<file path="config.mk">
export PLATFORM = sky130hd
export DESIGN_NAME = gpio_cmd_ctrl_flat
export DESIGN_NICKNAME = d
export VERILOG_FILES = /design/src/rtl/gpio_cmd_ctrl_if.sv /design/src/rtl/gpio_cmd_ctrl.sv /design/src/flat_wrapper.sv
export SDC_FILE = /design/constraint.sdc
export NUM_CORES = 1
export LEC_CHECK = 0
export CAP_MARGIN = 20
export CORE_MARGIN = 2
export CORE_UTILIZATION = 40
export CTS_CLUSTER_SIZE = 28
export DETAILED_ROUTE_END_ITERATION = 8
export PLACE_DENSITY = 0.77
export SYNTH_ARGS = -nofsm -noshare
export SYNTH_HDL_FRONTEND = slang
export SYNTH_SLANG_ARGS = --single-unit
</file>
<file path="constraint.sdc">
create_clock -name i_CLK -period 5.1 [get_ports i_CLK]
set_clock_uncertainty 0.15 [all_clocks]
set_input_delay 0.765 -clock i_CLK [delete_from_list [all_inputs] [get_ports i_CLK]]
set_output_delay 0.765 -clock i_CLK [all_outputs]
set_load 0.02 [all_outputs]
</file>
<file path="src/rtl/gpio_cmd_ctrl_if.sv">
// GPIO bus between the MicroBlaze GPIO block and the command controller.
// The MicroBlaze side drives the command payload, code and strobe.
// The controller side returns the status / readback word.
interface gpio_cmd_ctrl_if #(
  parameter int DATA_W = 24
);
  logic [DATA_W-1:0] i_GPIOdata;
  logic [2:0]        i_GPIOctrl;
  logic              i_GPIOvalid;
  logic [31:0]       o_GPIOdata;

  modport master (output i_GPIOdata, i_GPIOctrl, i_GPIOvalid, input o_GPIOdata);
  modport slave  (input i_GPIOdata, i_GPIOctrl, i_GPIOvalid, output o_GPIOdata);
endinterface

</file>
<file path="src/rtl/gpio_cmd_ctrl.sv">
// GPIO command decoder and control register file for the convolution
// accelerator. It turns edge-strobed GPIO commands into kernel and pixel
// writes, holds the image length, and sequences IDLE/LOAD/RUN/DONE.
// A sticky error flag records any command that is illegal in the current state.
module gpio_cmd_ctrl #(
  parameter int DATA_W    = 24,
  parameter int PIX_W     = 8,
  parameter int MCU_W     = 13,
  parameter int LEN_W     = 10,
  parameter int KNL_WORDS = 3,
  parameter int KI_W      = $clog2(KNL_WORDS)
) (
  input  logic              i_CLK,
  input  logic              i_rst,
  gpio_cmd_ctrl_if.slave    gpio,
  input  logic [MCU_W-1:0]  i_MCUdata,
  input  logic              i_EOP_from_FSM,
  output logic [DATA_W-1:0] o_KNLdata,
  output logic [KI_W-1:0]   o_KNLidx,
  output logic              o_valid_to_CONV,
  output logic [PIX_W-1:0]  o_MCUdata,
  output logic              o_valid_to_FSM,
  output logic [LEN_W-1:0]  o_imgLength,
  output logic              o_load,
  output logic              o_run,
  output logic              o_KNorIMG,
  output logic              o_EOP_to_MCU
);

  typedef enum logic [1:0] {
    ST_IDLE = 2'b00,
    ST_LOAD = 2'b01,
    ST_RUN  = 2'b10,
    ST_DONE = 2'b11
  } state_e;

  localparam logic [2:0] CMD_KNL  = 3'd0;
  localparam logic [2:0] CMD_SIZE = 3'd1;
  localparam logic [2:0] CMD_IMG  = 3'd2;
  localparam logic [2:0] CMD_REQ  = 3'd3;
  localparam logic [2:0] CMD_RUN  = 3'd4;
  localparam logic [2:0] CMD_ACK  = 3'd5;

  localparam logic [KI_W-1:0] KCNT_LAST = KI_W'(KNL_WORDS - 1);

  state_e              state_q, state_d;
  logic                valid_q;
  logic                err_q;
  logic                knl_full_q;
  logic [KI_W-1:0]     kcnt_q;
  logic [DATA_W-1:0]   knl_data_q;
  logic [KI_W-1:0]     knl_idx_q;
  logic                knl_vld_q;
  logic [PIX_W-1:0]    pix_q;
  logic                fsm_vld_q;
  logic [LEN_W-1:0]    img_len_q;
  logic                load_q, run_q, eop_q;
  logic [MCU_W-1:0]    rd_q;
  logic [31:0]         gpio_word;

  logic                stb;
  logic                run_ok;
  logic [2:0]          cmd;

  // A level-held valid produces exactly one command on its rising edge.
  assign stb    = gpio.i_GPIOvalid & ~valid_q;
  assign cmd    = gpio.i_GPIOctrl;
  assign run_ok = knl_full_q && (img_len_q != '0);

  // Next-state decode; the state register and all outputs live in one always_ff.
  always_comb begin
    // NOTE: default first so every path assigns state_d and no latch is inferred.
    state_d = state_q;
    case (state_q)
      ST_IDLE: begin
        if (stb && cmd == CMD_IMG)           state_d = ST_LOAD;
        else if (stb && cmd == CMD_RUN && run_ok) state_d = ST_RUN;
      end
      ST_LOAD: begin
        if (stb && cmd == CMD_RUN && run_ok) state_d = ST_RUN;
      end
      ST_RUN: begin
        if (i_EOP_from_FSM) state_d = ST_DONE;
      end
      ST_DONE: begin
        if (stb && cmd == CMD_ACK)      state_d = ST_IDLE;
        else if (stb && cmd == CMD_IMG) state_d = ST_LOAD;
      end
      default: state_d = ST_IDLE;
    endcase
  end

  // State register, command execution and registered outputs.
  always_ff @(posedge i_CLK or posedge i_rst) begin
    if (i_rst) begin
      state_q    <= ST_IDLE;
      valid_q    <= 1'b0;
      err_q      <= 1'b0;
      knl_full_q <= 1'b0;
      kcnt_q     <= '0;
      knl_data_q <= '0;
      knl_idx_q  <= '0;
      knl_vld_q  <= 1'b0;
      pix_q      <= '0;
      fsm_vld_q  <= 1'b0;
      img_len_q  <= '0;
      load_q     <= 1'b0;
      run_q      <= 1'b0;
      eop_q      <= 1'b0;
      rd_q       <= '0;
    end else begin
      // NOTE: non-blocking everywhere here so every register samples pre-edge values.
      valid_q   <= gpio.i_GPIOvalid;
      rd_q      <= i_MCUdata;
      knl_vld_q <= 1'b0;
      fsm_vld_q <= 1'b0;
      state_q   <= state_d;
      load_q    <= (state_d == ST_LOAD);
      run_q     <= (state_d == ST_RUN);
      eop_q     <= (state_d == ST_DONE);

      if (state_q == ST_RUN) begin
        // Commands are not accepted while the datapath runs, even alongside EOP.
        if (stb) err_q <= 1'b1;
      end else if (stb) begin
        case (cmd)
          CMD_KNL: begin
            if (state_q == ST_IDLE) begin
              knl_data_q <= gpio.i_GPIOdata;
              knl_idx_q  <= kcnt_q;
              knl_vld_q  <= 1'b1;
              if (kcnt_q == KCNT_LAST) begin
                knl_full_q <= 1'b1;
                kcnt_q     <= '0;
              end else begin
                kcnt_q <= kcnt_q + 1'b1;
              end
            end else begin
              err_q <= 1'b1;
            end
          end
          CMD_SIZE: begin
            if (state_q != ST_DONE && gpio.i_GPIOdata[LEN_W-1:0] != '0)
              img_len_q <= gpio.i_GPIOdata[LEN_W-1:0];
            else
              err_q <= 1'b1;
          end
          CMD_IMG: begin
            // In IDLE and DONE an IMG only enters LOAD; pixels flow once in LOAD.
            if (state_q == ST_LOAD) begin
              pix_q     <= gpio.i_GPIOdata[PIX_W-1:0];
              fsm_vld_q <= 1'b1;
            end
          end
          CMD_REQ: begin
            if (state_q == ST_DONE) fsm_vld_q <= 1'b1;
            else                    err_q     <= 1'b1;
          end
          CMD_RUN: begin
            if (state_q == ST_DONE || !run_ok) err_q <= 1'b1;
          end
          CMD_ACK: err_q <= 1'b0;
          default: err_q <= 1'b1;
        endcase
      end
    end
  end

  // Status word assembled from registers only, so no input reaches it combinationally.
  always_comb begin
    gpio_word              = '0;
    gpio_word[31:30]       = state_q;
    gpio_word[29]          = err_q;
    gpio_word[28]          = knl_full_q;
    gpio_word[27]          = eop_q;
    gpio_word[MCU_W-1:0]   = rd_q;
  end

  assign gpio.o_GPIOdata = gpio_word;
  assign o_KNLdata       = knl_data_q;
  assign o_KNLidx        = knl_idx_q;
  assign o_valid_to_CONV = knl_vld_q;
  assign o_MCUdata       = pix_q;
  assign o_valid_to_FSM  = fsm_vld_q;
  assign o_imgLength     = img_len_q;
  assign o_load          = load_q;
  assign o_run           = run_q;
  assign o_KNorIMG       = run_q;
  assign o_EOP_to_MCU    = eop_q;

endmodule

</file>
<file path="src/flat_wrapper.sv">
// flat-port wrapper written by rule: the top's interface ports become plain ports
module gpio_cmd_ctrl_flat 
#(
  parameter int DATA_W    = 24,
  parameter int PIX_W     = 8,
  parameter int MCU_W     = 13,
  parameter int LEN_W     = 10,
  parameter int KNL_WORDS = 3,
  parameter int KI_W      = $clog2(KNL_WORDS)
)
  (i_CLK, i_rst, i_MCUdata, i_EOP_from_FSM, o_KNLdata, o_KNLidx, o_valid_to_CONV, o_MCUdata, o_valid_to_FSM, o_imgLength, o_load, o_run, o_KNorIMG, o_EOP_to_MCU, gpio_i_GPIOdata, gpio_i_GPIOctrl, gpio_i_GPIOvalid, gpio_o_GPIOdata);
  gpio_cmd_ctrl_if #(.DATA_W(DATA_W)) gpio_i ();
  input  logic i_CLK;
  input  logic i_rst;
  input  logic [MCU_W-1:0] i_MCUdata;
  input  logic i_EOP_from_FSM;
  output logic [DATA_W-1:0] o_KNLdata;
  output logic [KI_W-1:0] o_KNLidx;
  output logic o_valid_to_CONV;
  output logic [PIX_W-1:0] o_MCUdata;
  output logic o_valid_to_FSM;
  output logic [LEN_W-1:0] o_imgLength;
  output logic o_load;
  output logic o_run;
  output logic o_KNorIMG;
  output logic o_EOP_to_MCU;
  input wire logic [$bits(gpio_i.i_GPIOdata)-1:0] gpio_i_GPIOdata;
  input wire logic [$bits(gpio_i.i_GPIOctrl)-1:0] gpio_i_GPIOctrl;
  input wire logic [$bits(gpio_i.i_GPIOvalid)-1:0] gpio_i_GPIOvalid;
  output wire logic [$bits(gpio_i.o_GPIOdata)-1:0] gpio_o_GPIOdata;
  assign gpio_i.i_GPIOdata = gpio_i_GPIOdata;
  assign gpio_i.i_GPIOctrl = gpio_i_GPIOctrl;
  assign gpio_i.i_GPIOvalid = gpio_i_GPIOvalid;
  assign gpio_o_GPIOdata = gpio_i.o_GPIOdata;
  gpio_cmd_ctrl #(.DATA_W(DATA_W), .PIX_W(PIX_W), .MCU_W(MCU_W), .LEN_W(LEN_W), .KNL_WORDS(KNL_WORDS), .KI_W(KI_W)) u_core (.i_CLK(i_CLK), .i_rst(i_rst), .gpio(gpio_i), .i_MCUdata(i_MCUdata), .i_EOP_from_FSM(i_EOP_from_FSM), .o_KNLdata(o_KNLdata), .o_KNLidx(o_KNLidx), .o_valid_to_CONV(o_valid_to_CONV), .o_MCUdata(o_MCUdata), .o_valid_to_FSM(o_valid_to_FSM), .o_imgLength(o_imgLength), .o_load(o_load), .o_run(o_run), .o_KNorIMG(o_KNorIMG), .o_EOP_to_MCU(o_EOP_to_MCU));
endmodule
</file>
==> Yosys cells after proc, flatten, opt, wreduce, memory -nomap -nowiden <==
Cells that the tools add are included.
{ "totals": {"reg_bits": 69, "latchBits": 0, "mem_bits_rw": 0, "romBits": 0, "in_bits": 44, "output_inout_bits": 82, "wordCells": 78, "n_memories": 0} }
{ "op_classes": {"addsub": 1, "mul": 0, "n_div": 0, "order_cmp": 0, "eq_ne": 18, "shift": 0, "mux": 24, "bitwise": 3, "reduce_logical": 17} }
{ "op_table": {"columns": ["op", "count"], "rows": [
  ["nonzero test 10 bit", 2],
  ["two-way mux 1 bit", 15],
  ["two-way mux 2 bit", 6],
  ["AND reduction 4 bit", 3],
  ["== test 2 bit (second input constant)", 5],
  ["inequality test 3 x 2 -> 1 bit (second input constant)", 3],
  ["case mux 2 bit (4 select lines)", 1],
  ["== test 3 x 2 -> 1 bit (second input constant)", 2],
  ["== test 3 bit (second input constant)", 2],
  ["logical AND 1 bit", 6],
  ["case mux 1 bit (6 select lines)", 1],
  ["AND reduction 6 bit", 1],
  ["AND reduction 5 bit", 1],
  ["== test 2 x 1 -> 1 bit (second input constant)", 2],
  ["inequality test 2 bit (second input constant)", 2],
  ["== test 3 x 1 -> 1 bit (second input constant)", 1],
  ["zero test 3 bit", 1],
  ["inequality test 3 bit (second input constant)", 1],
  ["adder 2 x 1 -> 2 bit (second input constant)", 1],
  ["zero test 2 bit", 1],
  ["NOT 1 bit", 2],
  ["case mux 1 bit (2 select lines)", 1],
  ["AND 1 bit", 1],
  ["zero test 1 bit", 1],
  ["logical OR 1 bit", 1]
]} }

==> Logic depth before layout (Yosys ltp) <==
{ "depth": {"ltp_word": 8, "ltp_mapped": 6, "depth_no_buf": 5} }

==> Worst setup path after synthesis <==
Ideal clock, no wire load.
{ "synth_timing": {"path_type": "input port to flip-flop", "start": "input port gpio_i_GPIOdata[2]", "end": "register u_core.img_len_q[0], in the netlist u_core.o_imgLength[0]", "setup_time_ns": 0.125, "arrival_time_ns": 2.197, "t_required_ns": 4.825, "path_slack_ns": 2.628, "path_stages": 5, "n_path_buf": 1, "cell_sequence": "or4_1 > o41ai_1 > nor3b_1 > buf_6 > mux2_4"} }
{ "synth_between": {"elab_chain_cells": 3} }
{ "synth_lines": {"columns": ["element", "line", "text"], "rows": [
  ["from (decl)", "flat_wrapper.sv:27", "input wire logic [$bits(gpio_i.i_GPIOdata)-1:0] gpio_i_GPIOdata;"],
  ["nonzero test 10 bit", "gpio_cmd_ctrl.sv:143", "if (state_q != ST_DONE && gpio.i_GPIOdata[LEN_W-1:0] != '0)"],
  ["logical AND 1 bit", "gpio_cmd_ctrl.sv:143", null],
  ["AND reduction 4 bit (no source line)", null, null],
  ["to (signal assigned)", "gpio_cmd_ctrl.sv:144", "img_len_q <= gpio.i_GPIOdata[LEN_W-1:0];"],
  ["to (decl)", "gpio_cmd_ctrl.sv:56", "logic [LEN_W-1:0] img_len_q;"]
]} }
No other way between the ends.
A chain may end at the register's enable or synchronous reset.

==> Worst setup path in the final report <==
{ "layout_timing": {"start": "input port gpio_i_GPIOctrl[1]", "end": "register u_core.knl_data_q[23], in the netlist u_core.o_KNLdata[23]"} }
{ "layout_between": {"elab_chain_cells": 2} }
{ "layout_lines": {"columns": ["element", "line", "text"], "rows": [
  ["from (decl)", "flat_wrapper.sv:28", "input wire logic [$bits(gpio_i.i_GPIOctrl)-1:0] gpio_i_GPIOctrl;"],
  ["zero test 3 bit", "gpio_cmd_ctrl.sv:126", "case (cmd)"],
  ["AND reduction 4 bit (no source line)", null, null],
  ["to (signal assigned)", "gpio_cmd_ctrl.sv:129", "knl_data_q <= gpio.i_GPIOdata;"],
  ["to (decl)", "gpio_cmd_ctrl.sv:51", "logic [DATA_W-1:0] knl_data_q;"]
]} }
No other way between the ends.

==> impl_metrics.tcl <==
set metrics [dict create \
    drt.antenna.violating_nets 0 \
    n_antenna_cell 0 \
    rsz0062_at_grt "no" \
    tightest_slew_ns 0.9514 \
    port_buffers 111 \
    drive_above_1_share 0.2058 \
    synth_mux_area_frac 0.2097 \
    crit_arrival_ns 3.25 \
    hpwl_um 4379 \
    overflow 0 \
    area_growth_pct 47.07 \
    clockBufferDepth 2 \
    pin_count 126 \
    finalHoldViolCount 0 \
    root_buffer "clkbuf_8" \
    ir_drop_uv 223.1 \
    grt_max_degree 38 \
    synth_area_um2 2900 \
    globalRouteTotalUtil 0.1589 \
    fmax_mhz 313.2 \
    gp_congestion 0.7459 \
    cts_setup_buffers 0 \
    reg2reg_slack_ns 2.40 \
    drtIter0Drc 56 \
    mostFrequentLayoutCell "clkdlybuf4s50_1" \
    vias 1900 \
    rows 31 \
    wire_per_inst_um 14.75 \
    p_leak_nw 1.936 \
    yosysWarnings 0 \
    synth_fa_ha_area_frac 0 \
    avgSynthCellArea_um2 14.87 \
    crit_chain "clkdlybuf4s50_1, or2_2, or4_2, mux2_1" \
    period_share 0.6261 \
    htreeDepth 3 \
    wl_um 6048 \
    tns_ns 0 \
    synth_xor_area_frac 0.003020 \
    critPathKind "primary input to flip-flop" \
    cts.sinks 69 \
    cts_tree "yes" \
    synth-seq-cells 69 \
    worstPathMaxFanout 32 \
    nets 350 \
    synth-simple-area-share 0.08197 \
    drc 0 \
    fp.dieH_um 89.15 \
    n_fill_cell 586 \
    slew_violations 0 \
    grt_pass1_wl_um 9418 \
    yosysSeqAreaShare 0.5953 \
    synth_cell_types 40 \
    cap_violations 0 \
    start_util 0.4064 \
    antenna_found_initial 0 \
    viasPerCell 4.634 \
    totalPowerFinal_mw 1.873 \
    cts_hold_buf 0 \
    clk_latency_ns 0.33 \
    post_cts_resized 0 \
    post-route-min-period_ns 3.193 \
    setup_violations 0 \
    startpoint "gpio_i_GPIOctrl[1]" \
    max_slew_margin 0.3657 \
    hold_path.class "flip-flop to flip-flop" \
    endpoint_kind "flip-flop" \
    core-area_um2 7137 \
    synth-compound-area-share 0.03279 \
    required_ns 5.16 \
    syn_inst 195 \
    status "finished clean" \
    synth_top_family_by_area "multiplexers" \
    path_clk_slew_ns 0.07 \
    die_w_um 89.15 \
    layout_common_cells "clkdlybuf4s50_1, dfrtp_1, mux2_4" \
    grt_pass1_vias 1904 \
    numCtsBuffers 9 \
    timing.critical_path.slowest_cell_delay_ns 1.10 \
    crit_path_start_kind "primary input" \
    dr.pass1.iters 4 \
    die_area_um2 7948 \
    r2r-start "u_core.state_q[1]" \
    pwr_density_cell_nw_per_um2 439.2 \
    min-delay-start "u_core.o_MCUdata[7]" \
    worst_path_max_delay_cell "or4_2" \
]
kinds of logic (layout without fill, tap and decap cells):
| kind of cell | count (synthesis) | in the layout |
|---|---|---|
| XOR/XNOR | 1 | 1 |
| AO/OA/AOI/OAI | 13 | 13 |
| buffers and inverters | 31 | 134 |
| flip-flops | 69 | 69 |
| AND/OR/NAND/NOR | 37 | 37 |
| multiplexers | 43 | 43 |
| other | 1 | 14 |
per-layer routing:
layer | wire (um) | global-route usage | vias up
met5 | 0 | 0 | -
met4 | 86 | 0.06920 | 0
met3 | 443 | 0.05078 | 8
met2 | 2864 | 0.2424 | 78
met1 | 2654 | 0.2090 | 940
li1 | - | - | 874
power by group:
group / total [mW] / internal, mW / switching [mW]
logic: 0.584 / 0.326 / 0.259
registers: 0.736 / 0.658 / 0.0781
clock network: 0.552 / 0.352 / 0.200
cell type report:
cell class	count	area [um^2]	area share
inverters	5	18.77	0.004400
well taps	99	123.9	0.02904
repair buffers	113	1130	0.2649
multi-input cells	108	1008	0.2364
clock buffers	11	151.4	0.03549
flip-flops and latches	69	1727	0.4048
clock inverters	5	106.4	0.02493
sequential cells by signal, indices dropped and copies added, names as in the netlist, 2 cells and up:
| register | flops |
|---|---|
| u_core.kcnt_q | 2 |
| u_core.o_KNLdata | 24 |
| u_core.o_KNLidx | 2 |
| u_core.o_MCUdata | 8 |
| u_core.o_imgLength | 10 |
| u_core.rd_q | 13 |
| u_core.state_q | 2 |
worst paths after layout:
kind	endpoint	depth (start not counted)
worst max-delay path	u_core.o_KNLdata[23]	4
worst min-delay path	u_core.o_MCUdata[7]	1
worst max register to register	u_core.o_KNLdata[23]	3
worst min register to register	u_core.o_MCUdata[7]	1
max in group asynchronous	u_core.o_KNLdata[23]	3
min in group asynchronous	u_core.rd_q[12]	2
critical path, delay by kind of cell:
| family | cells | cell delay [ns] |
|---|---|---|
| multiplexers | 1 | 0.47 |
| buffers and inverters | 1 | 0.54 |
| AND/OR/NAND/NOR | 2 | 1.46 |
cell usage after synthesis, drive strengths merged:
cell	n	share of area
dfrtp	69	0.60
mux2	43	0.21
buf	25	0.068
nand2b	6	0.013
inv	5	0.0065
nor2	5	0.0065
nor3	4	0.0069
or4	3	0.0078
a21o	2	0.0052
a31oi	2	0.0043
nand2	2	0.0026
nor2b	2	0.0043
nor3b	2	0.0052
nor4	2	0.0043
o211ai	2	0.0052
or2	2	0.0043
a21oi	1	0.0017
a22oi	1	0.0026
a311o	1	0.0035
a31o	1	0.0030
and3b	1	0.0030
and4	1	0.0030
clkbuf	1	0.0013
conb	1	0.0013
nand3	1	0.0017
nand4b	1	0.0030
nor4b	1	0.0030
nor4bb	1	0.0035
o21ai	1	0.0017
o31ai	1	0.0026
o41ai	1	0.0030
or3	1	0.0022
or3b	1	0.0039
or4bb	1	0.0039
xor2	1	0.0030
through the flow:
step | worst slack, ns | util | instance area (um^2) | instances | hold WS [ns]
after global placement | 1.597 | 0.5600 | 3996 | 393 | 0.3216
after global routing | 1.823 | 0.5977 | 4265 | 410 | 0.3717
after floorplan | 2.445 | - | 2949 | 208 | 0.3129
final | 1.907 | 0.5977 | 4265 | 410 | 0.3393
after detailed placement | 1.555 | 0.5600 | 3996 | 393 | 0.3314
after CTS | 1.909 | 0.5961 | 4254 | 409 | 0.3489
Note: power is estimated with default switching activity, not from simulation.
